**src/rtl/vga_fb_pkg.sv**
```systemverilog
// Shared types for the frame-buffer scan-out reader: FSM states, buffer depth
// and the per-pixel position markers that travel alongside RAM data.
package vga_fb_pkg;

  typedef enum logic [1:0] {
    IDLE,
    RUN,
    DRAIN
  } fb_state_e;

  localparam int FB_BUF_DEPTH = 2;

  typedef struct packed {
    logic sof;
    logic eol;
    logic eof;
  } fb_tag_t;

endpackage

```
**src/rtl/vga_fb_skid.sv**
```systemverilog
// Two-entry in-order buffer that absorbs the RAM read latency; slot0 is always
// the head, slot1 only holds data while both entries are occupied.
module vga_fb_skid
  import vga_fb_pkg::*;
#(
  parameter int W = 15
) (
  input  logic         clk,
  input  logic         rst_n,
  input  logic         push,
  input  logic [W-1:0] push_data,
  input  logic         pop,
  output logic [W-1:0] head,
  output logic [1:0]   occ
);

  localparam logic [1:0] FULL = 2'(FB_BUF_DEPTH);

  logic [W-1:0] slot0_q, slot0_d;
  logic [W-1:0] slot1_q, slot1_d;
  logic [1:0]   occ_q, occ_d;

  always_comb begin
    slot0_d = slot0_q;
    slot1_d = slot1_q;
    occ_d   = occ_q;
    case ({push, pop})
      2'b10: begin
        if (occ_q == 2'd0) slot0_d = push_data;
        else               slot1_d = push_data;
        occ_d = occ_q + 2'd1;
      end
      2'b01: begin
        slot0_d = slot1_q;
        occ_d   = occ_q - 2'd1;
      end
      2'b11: begin
        // Occupancy is unchanged; only the entry order shifts.
        if (occ_q == FULL) begin
          slot0_d = slot1_q;
          slot1_d = push_data;
        end else begin
          slot0_d = push_data;
        end
      end
      default: ;
    endcase
  end

  always_ff @(posedge clk or negedge rst_n) begin
    if (!rst_n) begin
      slot0_q <= '0;
      slot1_q <= '0;
      occ_q   <= 2'd0;
    end else begin
      slot0_q <= slot0_d;
      slot1_q <= slot1_d;
      occ_q   <= occ_d;
    end
  end

  assign head = slot0_q;
  assign occ  = occ_q;

endmodule

```
**src/rtl/vga_fb_reader.sv**
```systemverilog
// Frame scan-out fetch: walks the stored frame in raster order, issues RAM reads
// under a two-credit rule and streams pixels with sof/eol/eof markers.
module vga_fb_reader
  import vga_fb_pkg::*;
#(
  parameter int AW      = 10,
  parameter int DW      = 12,
  parameter int H_RES   = 32,
  parameter int V_RES   = 32,
  parameter int FB_BASE = 0
) (
  input  logic          clk,
  input  logic          rst_n,
  input  logic          frame_start,
  output logic          busy,
  output logic          frame_done,
  output logic [AW-1:0] addr_r,
  input  logic [DW-1:0] ram_dout,
  output logic          out_valid,
  input  logic          out_ready,
  output logic [DW-1:0] out_data,
  output logic          out_sof,
  output logic          out_eol,
  output logic          out_eof
);

  localparam int XW = $clog2(H_RES);
  localparam int YW = (V_RES > 1) ? $clog2(V_RES) : 1;
  localparam logic [AW-1:0] BASE   = AW'(FB_BASE);
  localparam logic [XW-1:0] X_LAST = XW'(H_RES - 1);
  localparam logic [YW-1:0] Y_LAST = YW'(V_RES - 1);

  typedef struct packed {
    logic [DW-1:0] data;
    fb_tag_t       tag;
  } beat_t;

  fb_state_e     state_q, state_d;
  logic [AW-1:0] addr_q, addr_d;
  logic [XW-1:0] x_q, x_d;
  logic [YW-1:0] y_q, y_d;
  logic          inflight_q, inflight_d;
  fb_tag_t       tag_pipe_q, tag_pipe_d;
  logic          frame_done_q, frame_done_d;

  beat_t         head;
  beat_t         push_beat;
  logic [1:0]    occ;
  logic          pop;
  logic          issue;
  logic [2:0]    outstanding;
  fb_tag_t       issue_tag;

  assign out_valid = (occ != 2'd0);
  assign pop       = out_valid & out_ready;

  // Entries held or in flight after this cycle's pop; at most two may exist.
  assign outstanding = {1'b0, occ} + {2'b00, inflight_q} - {2'b00, pop};
  assign issue       = (state_q == RUN) && (outstanding < 3'd2);

  assign issue_tag.sof = (x_q == '0) && (y_q == '0);
  assign issue_tag.eol = (x_q == X_LAST);
  assign issue_tag.eof = (x_q == X_LAST) && (y_q == Y_LAST);

  assign push_beat.data = ram_dout;
  assign push_beat.tag  = tag_pipe_q;

  vga_fb_skid #(
    .W($bits(beat_t))
  ) u_skid (
    .clk       (clk),
    .rst_n     (rst_n),
    .push      (inflight_q),
    .push_data (push_beat),
    .pop       (pop),
    .head      (head),
    .occ       (occ)
  );

  always_comb begin
    state_d      = state_q;
    addr_d       = addr_q;
    x_d          = x_q;
    y_d          = y_q;
    tag_pipe_d   = tag_pipe_q;
    inflight_d   = issue;
    frame_done_d = pop & head.tag.eof;
    case (state_q)
      IDLE: begin
        if (frame_start) begin
          state_d = RUN;
          addr_d  = BASE;
          x_d     = '0;
          y_d     = '0;
        end
      end
      RUN: begin
        if (issue) begin
          addr_d     = addr_q + 1'b1;
          tag_pipe_d = issue_tag;
          if (issue_tag.eof) begin
            state_d = DRAIN;
            x_d     = '0;
            y_d     = '0;
          end else if (issue_tag.eol) begin
            x_d = '0;
            y_d = y_q + 1'b1;
          end else begin
            x_d = x_q + 1'b1;
          end
        end
      end
      DRAIN: begin
        if ((occ == 2'd0) && !inflight_q) state_d = IDLE;
      end
      default: state_d = IDLE;
    endcase
  end

  always_ff @(posedge clk or negedge rst_n) begin
    if (!rst_n) begin
      state_q      <= IDLE;
      addr_q       <= BASE;
      x_q          <= '0;
      y_q          <= '0;
      inflight_q   <= 1'b0;
      tag_pipe_q   <= '0;
      frame_done_q <= 1'b0;
    end else begin
      state_q      <= state_d;
      addr_q       <= addr_d;
      x_q          <= x_d;
      y_q          <= y_d;
      inflight_q   <= inflight_d;
      tag_pipe_q   <= tag_pipe_d;
      frame_done_q <= frame_done_d;
    end
  end

  assign busy       = (state_q != IDLE);
  assign frame_done = frame_done_q;
  assign addr_r     = addr_q;
  assign out_data   = head.data;
  assign out_sof    = out_valid & head.tag.sof;
  assign out_eol    = out_valid & head.tag.eol;
  assign out_eof    = out_valid & head.tag.eof;

endmodule

```
**config.mk**
```make
export PLATFORM = sky130hd
export DESIGN_NAME = vga_fb_reader
export DESIGN_NICKNAME = d
export VERILOG_FILES = /design/src/rtl/vga_fb_pkg.sv /design/src/rtl/vga_fb_skid.sv /design/src/rtl/vga_fb_reader.sv
export SDC_FILE = /design/constraint.sdc
export NUM_CORES = 1
export LEC_CHECK = 0
export CAP_MARGIN = 15
export CORE_MARGIN = 1.5
export CORE_UTILIZATION = 45
export CTS_BUF_LIST = sky130_fd_sc_hd__clkbuf_8
export DETAILED_ROUTE_END_ITERATION = 12
export PLACE_DENSITY = 0.7
export SLEW_MARGIN = 10
export SYNTH_ARGS = -nofsm -noshare
export SYNTH_HDL_FRONTEND = slang
export SYNTH_SLANG_ARGS = --single-unit
```
**constraint.sdc**
```tcl
create_clock -name clk -period 3.7 [get_ports clk]
set_clock_uncertainty 0.2 [all_clocks]
set_input_delay 1.11 -clock clk [delete_from_list [all_inputs] [get_ports clk]]
set_output_delay 1.11 -clock clk [all_outputs]
set_load 0.005 [all_outputs]
```
==> results of run 1 <==
synth_stat cells (all sizes together):
cell	instances	area, sq um
a221oi	15	131
mux2i	2	20.0
nand2	21	81.3
fa	1	20.0
nor4b	2	17.5
a22o	3	26.3
a211o	1	8.76
a21o	2	15.0
nand4	5	31.3
xor2	2	17.5
a21oi	19	110
nand4b	1	8.76
mux2	16	180
and3	5	31.3
and4	1	8.76
o2bb2ai	2	17.5
nor2b	2	12.5
or2	3	18.8
o21ai	11	55.1
or3	1	6.26
xnor2	3	33.8
nand2b	2	12.5
o22ai	1	6.26
and3b	2	17.5
dfrtp	59	1480
nor3b	1	18.8
clkbuf	3	12.5
or4b	3	30.0
nor2	12	52.6
or4bb	1	11.3
inv	24	90.1
o211ai	1	7.51
a31o	2	17.5
nor4bb	1	10.0
nand3	13	65.1
nand3b	1	7.51
buf	22	149
a31oi	1	6.26
a211oi	2	15.0
ha	10	125
a311oi	1	26.3
layer usage:
layer | part of all wire (%) | GRT usage (%) | up-vias
met2 | 47 | 27.5 | 43
met1 | 47 | 23.9 | 1080
met4 | 1.2 | 6.56 | 0
met5 | 0 | 0 | -
li1 | - | - | 1064
met3 | 4.1 | 4.62 | 7
where the power goes:
part           internal, mW  switching, mW  leakage, nW  total, mW
clock                 0.391          0.251        0.108      0.642
combinational         0.768          0.689        0.887       1.46
sequential            0.904          0.216        0.701       1.12
layout make-up:
cell class / instances / area, sq um
well taps: 77 / 96.3
multi-input cells: 172 / 1280
fillers: 556 / 2740
clock buffers: 10 / 138
inverters: 24 / 90.1
repair buffers: 55 / 528
clock inverters: 5 / 77.6
flip-flops and latches: 59 / 1480
kinds of logic after synthesis:
group	Yosys count	share of synthesized area, %
simple gates	77	14.7
compound gates	61	14.7
flops	59	49.1
buf+inv	49	8.36
mux	18	6.65
fa+ha+maj	11	4.82
xor+xnor	5	1.71
through the flow:
| stage | cell area [sq um] | instances | setup WS [ps] | hold WS, ps | utilization [%] |
|---|---|---|---|---|---|
| after global placement | 3470 | 387 | 42.6 | 267 | 54.1 |
| after global routing | 3690 | 402 | 148 | 313 | 57.4 |
| final | 3690 | 402 | 351 | 288 | 57.4 |
| after floorplan | 3010 | 280 | 354 | 259 | - |
| after CTS | 3690 | 402 | 346 | 291 | 57.4 |
| after detailed placement | 3470 | 387 | 18.0 | 276 | 54.1 |
registers in the layout (all words and copies together) (netlist names):
register,cells
u_skid.occ,2
u_skid.head,15
x_q,5
u_skid.slot1_q,15
y_q,5
addr_r,10
state_q,2
frame_done,1
inflight_q,1
push_beat,3
how the worst max path moves through the flow:
| stage | slack (ps) | startpoint | to | cells past startpoint |
|---|---|---|---|---|
| finish | 350 | out_ready | addr_r[4] | 8 |
| global route | 150 | out_ready | addr_r[4] | 8 |
| CTS | 350 | out_ready | addr_r[4] | 8 |
| detailed placement | 20 | out_ready | addr_r[9] | 8 |
| global placement | 40 | out_ready | addr_r[6] | 8 |
| floorplan | 350 | out_ready | addr_r[6] | 9 |
==> flow_summary.yaml, run 1 <==
run_status:
  status: "complete, but fails checks"
  violations: "DRC"
critical_path:
  crit_buf_inv: 1
  critPathTopFamily: "simple AND/OR/NAND/NOR gates"
  rr_startpoint: "u_skid.occ[0]"
  arrival_ps: 3420
  rr_worst_depth: 7
  start_kind: "input port"
  crit_chain: "clkdlybuf4s50_1 > and3b_1 > o21ai_0 > fa_1 > and3b_1 > a21oi_4 > or4b_1 > nand3_1"
  cp_data_required_time_ps: 3770
  max_stage_delay_ps: 530
  cpMaxStageDelayCell: "fa_1"
  cp_max_fo: 14
  critPathKind: "in -> reg"
  r2r_end: "x_q[2]"
  path_common_cell: "and3b_1"
  endpoint_kind: "flip-flop"
  rrSetupSlack_ps: 970
clocking:
  cts_tree: "built"
  root_buffer: "clkbuf_8"
  cts_hold_buf: 0
  cts.sinks: 59
  cts_setup_buffers: 0
  cts_resized: 0
  clockBufferDepth: 2
  clock_latency_ps: 330
  cts_max_level: 3
  clkTransAtPathRegs_ps: 70
  cts_buffers: 9
drt:
  ant_nets: 0
  drt-pass1-iter-count: 8
  viasPerCell: 5.46
  drt-initial-drc-count: 107
  drc: 4
  vias: 2194
  wl_mm: 5.73
  post_drt_wl_per_cell_um: 14.2
grt:
  gr-usage-all-layers_pct: 17.7
  antenna_found_initial: 0
  grt_overflow: 0
  grt_pass1_wl_mm: 10.1
  grt_pass1_vias: 2171
  grt_max_degree: 33
cells_and_area:
  mostFrequentLayoutCells: "59 x dfrtp_1, 42 x clkdlybuf4s50_1, 22 x inv_1"
  final_net_count: 348
  final_common_cell: "dfrtp_1"
  drive_gt1_share_pct: 14.8
  area_growth_pct: 22.5
  num_antenna_cells: 0
pwr:
  worst_ir_drop_vdd_mv: 0.496
  p_leak_nw: 1.70
  power_mw: 3.22
  power.density_nw_per_um2: 873
floorplanning:
  pin_count: 44
  num_rows: 29
  dieArea_sq_um: 7190
  initial_core_util_pct: 46.9
  core_sq_um: 6420
  die_x_um: 84.8
  die_h_um: 84.8
synth:
  yosysWarningCount: 0
  ys_ff_latch: 59
  avgSynthCellArea_sq_um: 10.7
  syn_area_sq_um: 3010
  synth.distinct_cells: 51
  synth_seq_area_share_pct: 49.1
  synth.net_count: 307
  syn_inst: 280
sta:
  setup_viol: 0
  period_minus_slack_ps: 3350
  fin_setup_tns_ps: 0
  relSlewSlack_pct: 57.1
  hold_viol_final: 0
  rsz0062_at_grt: "false"
  max_freq_mhz: 299
  worstMarginPinSlew_ps: 644
  fin_crit_sh_pct: 90.5
  slew_viol_final: 0
place:
  dp_hpwl_mm: 3.84
  gp_congestion: 0.787
  port-buffer-count: 43
run:
  drv_cap: 0
min_path:
  whs_endpoint: "u_skid.slot1_q[13]"
  holdPathStages: 1
  hp-class: "reg -> reg"
  min_from: "u_skid.slot1_q[13]"
Note: power is estimated with default switching activity, not from simulation.
==> run 2, diff against run 1 <==
--- a/config.mk
+++ b/config.mk
@@ -6,9 +6,9 @@
 export NUM_CORES = 1
 export LEC_CHECK = 0
 export CAP_MARGIN = 15
-export CORE_MARGIN = 1.5
+export CORE_MARGIN = 2
 export CORE_UTILIZATION = 45
-export CTS_BUF_LIST = sky130_fd_sc_hd__clkbuf_8
+export CTS_BUF_LIST = sky130_fd_sc_hd__clkbuf_4
 export DETAILED_ROUTE_END_ITERATION = 12
 export PLACE_DENSITY = 0.7
 export SLEW_MARGIN = 10
==> run 2 against run 1 <==
Clock power is 43% lower. Via count rose by 0.55%. Hold slack better by 8.2 ps. Register-to-register slack worse by 60 ps. The run still ends with DRC left. First-iteration DRC count shrank 15%.
==> flow_summary.yaml, run 2 (same netlist as run 1, synthesis figures left out) <==
sta:
  max_freq_mhz: 299
  rsz0062_at_grt: "false"
  relSlewSlack_pct: 64.2
  setup_viol: 0
  fin_crit_sh_pct: 90.5
  worstMarginPinSlew_ps: 537
  hold_viol_final: 0
  period_minus_slack_ps: 3350
  slew_viol_final: 0
  fin_setup_tns_ps: 0
pwr:
  power.density_nw_per_um2: 829
  cell_internal_pwr_mw: 1.80
  pwr-share-seq_pct: 37.9
  p_leak_nw: 1.64
  swShare_pct: 39.1
  combPwrFrac_pct: 49.7
  switchingPower_mw: 1.16
  worst_ir_drop_vdd_mv: 0.412
  clkPwrFrac_pct: 12.4
  power_mw: 2.96
clocking:
  clkTransAtPathRegs_ps: 100
  cts_hold_buf: 0
  cts_buffers: 9
  cts.sinks: 59
  root_buffer: "clkbuf_4"
  clock_latency_ps: 390
  cts_max_level: 3
  cts_resized: 0
  cts_tree: "built"
  clockBufferDepth: 2
  cts_setup_buffers: 0
run_status:
  violations: "DRC"
  status: "complete, but fails checks"
drt:
  wl_mm: 5.84
  vias: 2206
  post_drt_wl_per_cell_um: 14.5
  drc: 5
  ant_nets: 0
  drt-pass1-iter-count: 8
  viasPerCell: 5.47
  drt-initial-drc-count: 91
critical_path:
  path_common_cell: "and3b_1"
  critPathTopFamily: "simple AND/OR/NAND/NOR gates"
  endpoint_kind: "flip-flop"
  cpMaxStageDelayCell: "fa_1"
  start_kind: "input port"
  cp_data_required_time_ps: 3830
  critPathKind: "in -> reg"
  arrival_ps: 3480
  crit_chain: "clkdlybuf4s50_1 > and3b_1 > o21ai_0 > fa_1 > and3b_1 > a21oi_4 > or4b_1 > nand3_1"
  max_stage_delay_ps: 550
  cp_max_fo: 14
  crit_buf_inv: 1
grt:
  grt_pass1_wl_mm: 10.3
  antenna_found_initial: 0
  grt_overflow: 0
  gr-usage-all-layers_pct: 17.8
  grt_max_degree: 31
  grt_pass1_vias: 2226
floorplanning:
  die_h_um: 85.8
  initial_core_util_pct: 46.9
  num_rows: 29
  core_sq_um: 6420
  die_x_um: 85.8
  pin_count: 44
  dieArea_sq_um: 7360
cells_and_area:
  final_common_cell: "dfrtp_1"
  num_antenna_cells: 0
  drive_gt1_share_pct: 14.7
  final_net_count: 349
  mostFrequentLayoutCells: "59 x dfrtp_1, 42 x clkdlybuf4s50_1, 22 x inv_1"
  final_cells: 403
  area_growth_pct: 18.6
place:
  dp.cells: 388
  port-buffer-count: 43
  dp_hpwl_mm: 4.08
  gp_congestion: 0.790
run:
  drv_cap: 0
min_path:
  hp-class: "reg -> reg"
[run 2: cell types whose count changed in the layout (fill, tap and decap cells not counted)]
| cell | before | now |
|---|---|---|
| clkbuf_8 | 10 | 0 |
| clkbuf_4 | 0 | 9 |
| clkinv_2 | 2 | 3 |
| buf_4 | 11 | 13 |
| bufinv_16 | 2 | 0 |
| clkinvlp_4 | 1 | 2 |
| clkinv_1 | 0 | 1 |
| buf_12 | 1 | 0 |
[run 2: worst register-to-register path: stages, from the launching register on]
cell,delay [ps]
dfrtp_1,570
and3b_1,240
o21ai_0,250
fa_1,500
and3b_1,240
buf_4,160
a31o_2,280
nand3_1,140
mux2i_1,90
[run 2: final cells by class]
cell class / count / area (sq um)
Clock buffer: 9 / 67.6
Multi-Input combinational cell: 172 / 1280
Clock inverter: 6 / 33.8
Fill cell: 571 / 2850
Sequential cell: 59 / 1480
Inverter: 24 / 90.1
Tap cell: 77 / 96.3
Timing Repair Buffer: 56 / 523
[run 2: path summary, 6_finish.rpt]
check	end	slack [ps]	start	cells past startpoint
max	addr_r[4]	350	out_ready	8
min	u_skid.slot1_q[5]	300	u_skid.slot1_q[5]	1
max reg2reg	y_q[0]	910	u_skid.occ[0]	8
min reg2reg	u_skid.slot1_q[5]	300	u_skid.slot1_q[5]	1
max in group asynchronous	u_skid.slot1_q[9]	2220	rst_n	2
min in group asynchronous	x_q[3]	430	rst_n	1
[run 2: metrics by stage]
stage                     util (%)  hold WS [ps]  setup WS (ps)  area (sq um)
after floorplan                  -           259            354          3010
after global placement        54.0           268           44.2          3470
after detailed placement      54.0           276          -36.4          3470
after CTS                     55.6           299            381          3570
after global routing          55.6           325            282          3570
final                         55.6           296            352          3570
[run 2: power by group through the flow]
| stage | registers [mW] | logic (mW) | clock network, mW |
|---|---|---|---|
| finish | 1.12 | 1.47 | 0.367 |
| global route | 1.16 | 1.64 | 0.413 |
| CTS | 1.12 | 1.49 | 0.381 |
| detailed placement | 1.13 | 1.48 | 0 |
| global placement | 1.12 | 1.44 | 0 |
| floorplan | 1.06 | 1.04 | 0 |
[run 2: routing by layer]
layer	track usage (%)	part of all wire, %	vias up
met2	27.8	47	48
met3	3.95	4.0	8
met5	0	0	-
met4	8.66	1.6	0
li1	-	-	1076
met1	23.4	47	1074
==> run 3, diff against run 2 <==
--- a/config.mk
+++ b/config.mk
@@ -14,4 +14,5 @@
 export SLEW_MARGIN = 10
 export SYNTH_ARGS = -nofsm -noshare
 export SYNTH_HDL_FRONTEND = slang
+export SYNTH_HIERARCHICAL = 1
 export SYNTH_SLANG_ARGS = --single-unit
==> run 3 against run 2 <==
The run now ends clean. Utilization increased by 1.5 points. Sequential cell count is the same. Via count grew 13%.
==> flow_summary.yaml, run 3 <==
floorplanning:
  num_rows: 30
  pin_count: 44
  dieArea_sq_um: 7530
  initial_core_util_pct: 45.9
  die_x_um: 86.8
  core_sq_um: 6720
  die_h_um: 86.8
grt:
  busiest_layer: "met2"
  gr-usage-all-layers_pct: 20.2
  grt_max_degree: 60
  antenna_found_initial: 0
  met2_usage_pct: 32.8
  grtUsageMet3_pct: 5.90
  grt_use_met1_pct: 25.7
  grt_pass1_wl_mm: 11.8
  grt_overflow: 0
  grt_pass1_vias: 2455
critical_path:
  cp_max_fo: 4
  rrSetupSlack_ps: 920
  endpoint_kind: "flip-flop"
  arrival_ps: 3460
  start_kind: "input port"
  cp_data_required_time_ps: 3830
  critPathKind: "in -> reg"
  rr_worst_depth: 9
sta:
  rsz0062_at_grt: "false"
  fin_setup_tns_ps: 0
  setup_viol: 0
  hold_slack_ps: 310
  hold_viol_final: 0
  worstMarginPinSlew_ps: 752
  fin_crit_sh_pct: 89.9
  slew_viol_final: 0
  relSlewSlack_pct: 49.9
  max_freq_mhz: 301
  period_minus_slack_ps: 3320
  setup_slack_ps: 376
min_path:
  hp-class: "reg -> reg"
  holdPathStages: 2
clocking:
  cts_buffers: 9
  clockBufferDepth: 2
  cts_tree: "built"
  root_buffer: "clkbuf_4"
  cts_max_level: 3
  clock_latency_ps: 410
  cts_setup_buffers: 0
  cts.sinks: 59
  cts_hold_buf: 0
  cts_resized: 0
  clkTransAtPathRegs_ps: 100
synth:
  async_reset_ff_share_pct: 100
  synth_seq_area_share_pct: 47.9
  yosysWarningCount: 6
  synthFlopType: "dfrtp_1"
  synth.net_count: 312
  avgSynthCellArea_sq_um: 10.9
  synth.distinct_cells: 58
  ys_ff_latch: 59
  synth_common_cells: "59 x dfrtp_1, 21 x o21ai_0, 19 x nand2_1"
  syn_area_sq_um: 3080
  yosys-top-cells-area: "dfrtp_1 48%, mux2_2 5.5%, ha_1 4.9%"
  syn_inst: 283
  yosys.area.top_type_share_pct: 47.9
  synth_area_leader_cell: "dfrtp_1"
  synth_edf_count: 0
  synth.most_common_cell: "dfrtp_1"
drt:
  viasPerCell: 5.85
  vias: 2497
  ant_nets: 0
  drc: 0
  drt-pass1-iter-count: 4
  wl_mm: 6.95
  post_drt_wl_per_cell_um: 16.3
  drt-initial-drc-count: 105
cells_and_area:
  final_common_cell: "dfrtp_1"
  mostFrequentLayoutCells: "59 x dfrtp_1, 42 x clkdlybuf4s50_1, 21 x o21ai_0, 21 x buf_4, 19 x nand2_1"
  utilization_pct: 57.1
  num_antenna_cells: 0
  area_growth_pct: 24.4
  final_net_count: 371
  drive_gt1_share_pct: 18.7
place:
  post-place-ws_ps: -29.5
  dp_hpwl_mm: 4.55
  port-buffer-count: 43
  gp_congestion: 0.808
pwr:
  worst_ir_drop_vdd_mv: 0.464
  power.density_nw_per_um2: 921
  p_leak_nw: 1.65
run:
  drv_cap: 0
run_status:
  status: "finished, final reports clean"
## run 3: cell count changes after synthesis, moves of 9 or more
| cell | previous run | this run |
|---|---|---|
| a2bb2oi_1 | 0 | 15 |
| a221oi_1 | 15 | 0 |
| inv_1 | 22 | 12 |
| mux2_1 | 10 | 1 |
| a311oi_1 | 0 | 15 |
| mux2_2 | 6 | 15 |
| a21oi_1 | 17 | 2 |
| buf_4 | 13 | 3 |
| o21ai_0 | 11 | 21 |
## run 3: kinds of logic after synthesis
logic type	share of synthesized area, %
flops	47.9
compound gates	19.1
xor+xnor	1.66
simple gates	14.8
fa+ha+maj	5.52
mux	6.49
buf+inv	4.54
## run 3: cell type report
cell class / instances / area [sq um]
multi-input cells: 195 / 1470
flip-flops and latches: 59 / 1480
clock buffers: 9 / 67.6
well taps: 80 / 100
fillers: 583 / 2880
inverters: 13 / 48.8
clock inverters: 7 / 92.6
repair buffers: 64 / 583
## run 3: routing by layer
metal | part of all wire (%) | routed length (um)
met3 | 5.6 | 389
met2 | 48 | 3370
met5 | 0 | 0
met1 | 45 | 3120
met4 | 0.99 | 69
## run 3: final timing paths
path	start	end
max in group asynchronous	rst_n	u_skid/head[4]
hold / removal	push_beat[1]	push_beat[1]
setup reg to reg	u_skid/occ[1]	x_q[3]
min in group asynchronous	rst_n	u_skid/slot1_q[10]
hold reg to reg	push_beat[1]	push_beat[1]
setup / recovery	out_ready	x_q[3]
## run 3: stage by stage
step | cell area (sq um) | cells | power (mW)
5_1_grt | 3840 | 427 | 3.83
3_3_place_gp | 3680 | 411 | 2.98
3_5_place_dp | 3680 | 411 | 3.02
2_1_floorplan | 3080 | 283 | 2.29
4_1_cts | 3840 | 427 | 3.56
6_report | 3840 | 427 | 3.53
## run 3: critical path, stage by stage
cell             delay, ps
clkdlybuf4s50_1        490
nand2_1                 60
nor2_1                 130
o21ai_0                130
fa_1                   530
and3b_2                220
a21oi_2                 70
buf_4                  160
or4_1                  490
o21ai_1                 80
## run 3: where the power goes
group	internal, mW	leakage [nW]	switching, mW
clock	0.271	0.0796	0.251
combinational	0.985	0.870	0.860
sequential	0.927	0.700	0.239
total	2.18	1.65	1.35
